**config.mk**
```make
export PLATFORM = sky130hd
export DESIGN_NAME = rice_bus_arbiter
export DESIGN_NICKNAME = d
export VERILOG_FILES = /design/src/rtl/rice_bus_arbiter.sv
export SDC_FILE = /design/constraint.sdc
export NUM_CORES = 1
export LEC_CHECK = 0
export ABC_AREA = 1
export BUFFER_PORTS_ARGS = -buffer_cell sky130_fd_sc_hd__buf_4
export CAP_MARGIN = 5
export CORE_AREA = 5 5 107 109
export CTS_BUF_LIST = sky130_fd_sc_hd__clkbuf_2
export DETAILED_ROUTE_END_ITERATION = 10
export DIE_AREA = 0 0 112 114
export PLACE_DENSITY = 0.56
export SYNTH_ARGS = -nofsm -noshare
export SYNTH_HDL_FRONTEND = slang
export SYNTH_SLANG_ARGS = --single-unit
```
**constraint.sdc**
```tcl
create_clock -name i_clk -period 3.7 [get_ports i_clk]
set_input_delay 0.185 -clock i_clk [delete_from_list [all_inputs] [get_ports i_clk]]
set_output_delay 0.185 -clock i_clk [all_outputs]
set_load 0.02 [all_outputs]
```
**src/rtl/rice_bus_arbiter.sv**
```systemverilog
// N-master to 1-slave rice bus arbiter: zero-latency combinational request/response muxing.
// Backpressure: requests stall on slave not-ready or full ID FIFO (grant held); responses stall on head master not-ready.

module rice_fifo #(
  parameter int WIDTH = 1,
  parameter int DEPTH = 2
) (
  input  logic             clk,
  input  logic             rst,
  input  logic             push_vld,
  input  logic [WIDTH-1:0] push_dat,
  input  logic             pop_vld,
  output logic [WIDTH-1:0] head_dat,
  output logic             empty,
  output logic             full
);
  localparam int PTR_W = (DEPTH > 1) ? $clog2(DEPTH) : 1;
  localparam int CNT_W = $clog2(DEPTH + 1);

  logic [WIDTH-1:0] mem [DEPTH];
  logic [PTR_W-1:0] wr_ptr;
  logic [PTR_W-1:0] rd_ptr;
  logic [CNT_W-1:0] count;

  function automatic logic [PTR_W-1:0] wrap_inc(input logic [PTR_W-1:0] p);
    return (p == PTR_W'(DEPTH - 1)) ? '0 : p + 1'b1;
  endfunction

  assign empty    = (count == '0);
  assign full     = (count == CNT_W'(DEPTH));
  assign head_dat = mem[rd_ptr];

  always_ff @(posedge clk) begin
    if (push_vld) begin
      mem[wr_ptr] <= push_dat;
    end
  end

  always_ff @(posedge clk or posedge rst) begin
    if (rst) begin
      wr_ptr <= '0;
      rd_ptr <= '0;
      count  <= '0;
    end else begin
      if (push_vld) begin
        wr_ptr <= wrap_inc(wr_ptr);
      end
      if (pop_vld) begin
        rd_ptr <= wrap_inc(rd_ptr);
      end
      case ({push_vld, pop_vld})
        2'b10:   count <= count + 1'b1;
        2'b01:   count <= count - 1'b1;
        default: count <= count;
      endcase
    end
  end
endmodule

module rice_bus_arbiter #(
  parameter int MASTERS         = 2,
  parameter int ADDRESS_WIDTH   = 32,
  parameter int DATA_WIDTH      = 32,
  parameter int MAX_OUTSTANDING = 2,
  parameter int ROUND_ROBIN     = 1
) (
  input  logic                                    i_clk,
  input  logic                                    i_rst,
  input  logic [MASTERS-1:0]                      i_request_valid,
  output logic [MASTERS-1:0]                      o_request_ready,
  input  logic [MASTERS-1:0][ADDRESS_WIDTH-1:0]   i_address,
  input  logic [MASTERS-1:0]                      i_write,
  input  logic [MASTERS-1:0][DATA_WIDTH-1:0]      i_write_data,
  input  logic [MASTERS-1:0][DATA_WIDTH/8-1:0]    i_strobe,
  output logic                                    o_request_valid,
  input  logic                                    i_request_ready,
  output logic [ADDRESS_WIDTH-1:0]                o_address,
  output logic                                    o_write,
  output logic [DATA_WIDTH-1:0]                   o_write_data,
  output logic [DATA_WIDTH/8-1:0]                 o_strobe,
  input  logic                                    i_response_valid,
  output logic                                    o_response_ready,
  input  logic [DATA_WIDTH-1:0]                   i_response_data,
  input  logic                                    i_response_error,
  output logic [MASTERS-1:0]                      o_response_valid,
  input  logic [MASTERS-1:0]                      i_response_ready,
  output logic [DATA_WIDTH-1:0]                   o_response_data,
  output logic                                    o_response_error
);
  localparam int IDX_W  = $clog2(MASTERS);
  localparam int STRB_W = DATA_WIDTH / 8;

  typedef struct packed {
    logic [ADDRESS_WIDTH-1:0] addr;
    logic                     write;
    logic [DATA_WIDTH-1:0]    wdat;
    logic [STRB_W-1:0]        strb;
  } req_t;

  req_t             reqs [MASTERS];
  req_t             grant_req;
  logic [IDX_W-1:0] rr_ptr;
  logic             lock_vld;
  logic [IDX_W-1:0] lock_idx;
  logic [IDX_W-1:0] arb_idx;
  logic             arb_found;
  logic [IDX_W-1:0] grant_idx;
  logic             grant_vld;
  logic [IDX_W:0]   cand_sum;
  logic [IDX_W-1:0] cand;
  logic [IDX_W-1:0] head_idx;
  logic             fifo_empty;
  logic             fifo_full;
  logic             req_hs;
  logic             rsp_hs;

  always_comb begin
    for (int m = 0; m < MASTERS; m++) begin
      reqs[m].addr  = i_address[m];
      reqs[m].write = i_write[m];
      reqs[m].wdat  = i_write_data[m];
      reqs[m].strb  = i_strobe[m];
    end
  end

  // rr_ptr stays at 0 in fixed-priority mode, so the same scan yields lowest-index-wins.
  always_comb begin
    arb_found = 1'b0;
    arb_idx   = '0;
    cand_sum  = '0;
    cand      = '0;
    for (int i = 0; i < MASTERS; i++) begin
      cand_sum = {1'b0, rr_ptr} + (IDX_W + 1)'(i);
      if (cand_sum >= (IDX_W + 1)'(MASTERS)) begin
        cand_sum = cand_sum - (IDX_W + 1)'(MASTERS);
      end
      cand = cand_sum[IDX_W-1:0];
      if (!arb_found && i_request_valid[cand]) begin
        arb_found = 1'b1;
        arb_idx   = cand;
      end
    end
  end

  assign grant_idx = lock_vld ? lock_idx : arb_idx;
  assign grant_vld = lock_vld | arb_found;
  assign grant_req = reqs[grant_idx];

  assign o_request_valid = !i_rst && grant_vld && i_request_valid[grant_idx] && !fifo_full;
  assign o_address       = grant_req.addr;
  assign o_write         = grant_req.write;
  assign o_write_data    = grant_req.wdat;
  assign o_strobe        = grant_req.strb;

  always_comb begin
    o_request_ready = '0;
    if (!i_rst && grant_vld && !fifo_full) begin
      o_request_ready[grant_idx] = i_request_ready;
    end
  end

  assign req_hs = o_request_valid & i_request_ready;

  always_comb begin
    o_response_valid = '0;
    if (!i_rst && !fifo_empty) begin
      o_response_valid[head_idx] = i_response_valid;
    end
  end

  assign o_response_ready = !i_rst && !fifo_empty && i_response_ready[head_idx];
  assign o_response_data  = i_response_data;
  assign o_response_error = i_response_error;
  assign rsp_hs           = i_response_valid & o_response_ready;

  // Full blocks requests even on a same-cycle pop, keeping response->request paths apart.
  rice_fifo #(
    .WIDTH (IDX_W),
    .DEPTH (MAX_OUTSTANDING)
  ) u_id_fifo (
    .clk      (i_clk),
    .rst      (i_rst),
    .push_vld (req_hs),
    .push_dat (grant_idx),
    .pop_vld  (rsp_hs),
    .head_dat (head_idx),
    .empty    (fifo_empty),
    .full     (fifo_full)
  );

  always_ff @(posedge i_clk or posedge i_rst) begin
    if (i_rst) begin
      lock_vld <= 1'b0;
      lock_idx <= '0;
      rr_ptr   <= '0;
    end else begin
      if (req_hs) begin
        lock_vld <= 1'b0;
        if (ROUND_ROBIN != 0) begin
          rr_ptr <= (grant_idx == IDX_W'(MASTERS - 1)) ? '0 : grant_idx + 1'b1;
        end
      end else if (o_request_valid) begin
        lock_vld <= 1'b1;
        lock_idx <= grant_idx;
      end
    end
  end

  a_rsp_when_empty: assert property (@(posedge i_clk) disable iff (i_rst)
    !(i_response_valid && fifo_empty));

  a_locked_master_holds: assert property (@(posedge i_clk) disable iff (i_rst)
    lock_vld |-> i_request_valid[lock_idx]);
endmodule

```
==> flow_summary.toml <==
[power_and_ir_drop]
p_seq_frac = 0.090
peakVddDrop_mv = 0.304
combPwrFrac = 0.877
swShare = 0.568
pwr-share-clk = 0.033
powerDensity_nw_per_um2 = 595
intPower_uw = 833
p_leak_nw = 2.04
p_sw_mw = 1.10

[timing]
rsz0062_at_grt = "no"
post-route-period-util = 0.623
drv_slew = 0
fin_crit_ps = 2310
fmax_mhz = 434
clock_skew_ps = 4.56
tightest_slew_ps = 667
maxSlewHeadroom = 0.555
finalSetupViolCount = 0
timing.setup.tns_ps = 0
finalHoldViolations = 0

[layout]
fin_util = 0.309
synthToLayoutAreaGrowth_pct = 86.4
register_area_sq_um = 235
fin_area_sq_um = 3240
n_antenna_cell = 0
nNetsFinal = 692
multi_input_area_sq_um = 1070
fillers = 1143
drive_gt1_frac = 0.462

[detailed_routing]
dr.pass1.iters = 4
drc_errors = 0
wl_mm = 7.87
num_vias = 2504
vias_per_cell = 3.85
ant_nets = 0
wl_per_cell_um = 12.1
first_iter_violations = 82

[floorplanning]
num_rows = 38
coreArea_sq_um = 10500
start_util = 0.166
die-area_sq_um = 12800
pin_count = 287
die_h_um = 114
die_x_um = 112

[synth]
ys_seq_elements = 9
synthCells = 332
synth_area_sq_um = 1740
syn_nets = 512
syn_avg_cell_area_sq_um = 5.24
seq_area_frac_synth = 0.135
yosys_warnings = 0
synth_cell_types = 25

[worst_setup_path]
cp_max_fo = 71
start_kind = "flip-flop"
cp_data_required_time_ps = 3510
worstSetupPathType = "reg2out"
end_kind = "output pin"
critical_path_arrival_ps = 2120

[cts]
cts.reportedPaths.clkPinSlew_ps = 90
htree_levels = 1
cts_setup_buffers = 0
cts_resized = 0
cts_made_buffers = 3
insertion_delay_ps = 240
cts_tree = "yes"
cts_root_buf = "clkbuf_2"
clockBufferDepth = 2
cts_sinks = 9

[global_route]
grt_pass1_wl_mm = 11.5
antenna_found_initial = 0
grt_max_degree = 72
overflow = 0
grt_pass1_vias = 2391
track_usage = 0.107

[placed_design]
dpl.hpwl_mm = 6.68
gp_congestion = 0.849
dpl_cell_area_sq_um = 3210
io_buffers = 220

[status]
status = "completed"

[run]
max_cap_violations = 0

[hold_path]
min_path_type = "in2reg"
## state kept, by name, summed over array words and instances (netlist names)
| signal | flops |
|---|---|
| rr_ptr | 1 |
| u_id_fifo.count | 2 |
| u_id_fifo.wr_ptr | 1 |
| lock_vld | 1 |
| u_id_fifo.mem | 2 |
| lock_idx | 1 |
| u_id_fifo.rd_ptr | 1 |
## cell families (layout without fill, tap and decap cells)
kind of cell,after synthesis,after routing,synth area share
and+or+nand+nor,252,252,0.591
DFF,9,9,0.135
AOI/OAI and AO/OA,3,3,0.00863
buffers and inverters,65,244,0.248
adders and majority gates,1,1,0.00719
xor gates and xnor gates,2,2,0.0101
## worst paths after layout
| check | startpoint | end | slack [ps] | cells past startpoint |
|---|---|---|---|---|
| max reg2reg | lock_vld | u_id_fifo.count[1] | 1920 | 8 |
| max in group asynchronous | i_rst | u_id_fifo.rd_ptr | 2950 | 3 |
| min | i_request_ready | lock_idx | 220 | 4 |
| min reg2reg | u_id_fifo.wr_ptr | u_id_fifo.wr_ptr | 490 | 2 |
| max | lock_vld | o_write_data[5] | 1390 | 6 |
| min in group asynchronous | i_rst | u_id_fifo.wr_ptr | 480 | 3 |
## area by class of cell
class | instances | area share
well taps | 140 | 0.0540
repair buffers | 222 | 0.515
multi-input cells | 258 | 0.331
flip-flops and latches | 9 | 0.0726
inverters | 18 | 0.0216
clock buffers | 4 | 0.00618
## Yosys cell counts, drive strengths merged
master,instances,area (sq um)
a21oi,2,10.0
buf,47,362
dfrtp,7,175
edfxtp,2,60.1
ha,1,12.5
inv,18,70.1
nand2,235,902
nand3,3,32.5
nand4,3,25.0
nor2,9,57.6
nor3,2,10.0
o21ai,1,5.00
xnor2,1,8.76
xor2,1,8.76
## worst max-delay path, cell delays in order, from the launching register on
cell and delay [ps]:
dfrtp_1 430, nand2_1 160, nand2_4 250, inv_4 590, nand2_1 180, nand2_1 100, buf_4 140
## per-layer routing
metal,vias to the layer above,wire (um),share of wire,track usage
met1,1074,2840,0.36,0.123
li1,1308,-,-,-
met2,114,4120,0.52,0.194
met4,0,116,0.015,0.0256
met3,8,796,0.10,0.0350
met5,-,0,0,0
## timing repair
item	CTS	global route
setup endpoints to repair	0	0
hold buffers	1	0
endpoints found under the hold margin	7	0
## layout by cell type, fill, tap and decap left out
cell / synthesis / final
nand4_1: 2 / 2
edfxtp_1: 2 / 2
a21oi_1: 2 / 2
nor3_1: 2 / 2
dfrtp_1: 7 / 7
nor2_1: 7 / 7
nand2_2: 2 / 2
nand3_4: 1 / 1
nor2_4: 1 / 1
inv_4: 1 / 1
o21ai_0: 1 / 1
xor2_1: 1 / 1
nand4_2: 1 / 1
dlygate4sd3_1: 0 / 1
nand2_1: 231 / 231
nand2_4: 2 / 2
inv_2: 1 / 1
clkbuf_2: 0 / 4
inv_1: 16 / 16
xnor2_1: 1 / 1
nand3_1: 1 / 1
nand3_2: 1 / 1
buf_4: 33 / 221
nor2_8: 1 / 1
ha_1: 1 / 1
## metrics by stage
step                hold slack (ps)  instances  worst slack (ps)  power [mW]
global route                    222        651              1150        2.09
floorplan                      19.7        332              2070        1.28
finish                          216        651              1390        1.93
CTS                             205        651              1320        1.96
detailed placement              201        646              1630        1.89
global placement                190        646              1640        1.88
## power groups by stage
stage / clock, mW / combinational, mW / sequential (mW)
global route: 0.0710 / 1.84 / 0.182
CTS: 0.0662 / 1.72 / 0.175
detailed placement: 0 / 1.71 / 0.177
finish: 0.0631 / 1.69 / 0.174
global placement: 0 / 1.70 / 0.175
floorplan: 0 / 1.10 / 0.171
Power figures use the tool's default switching activity.
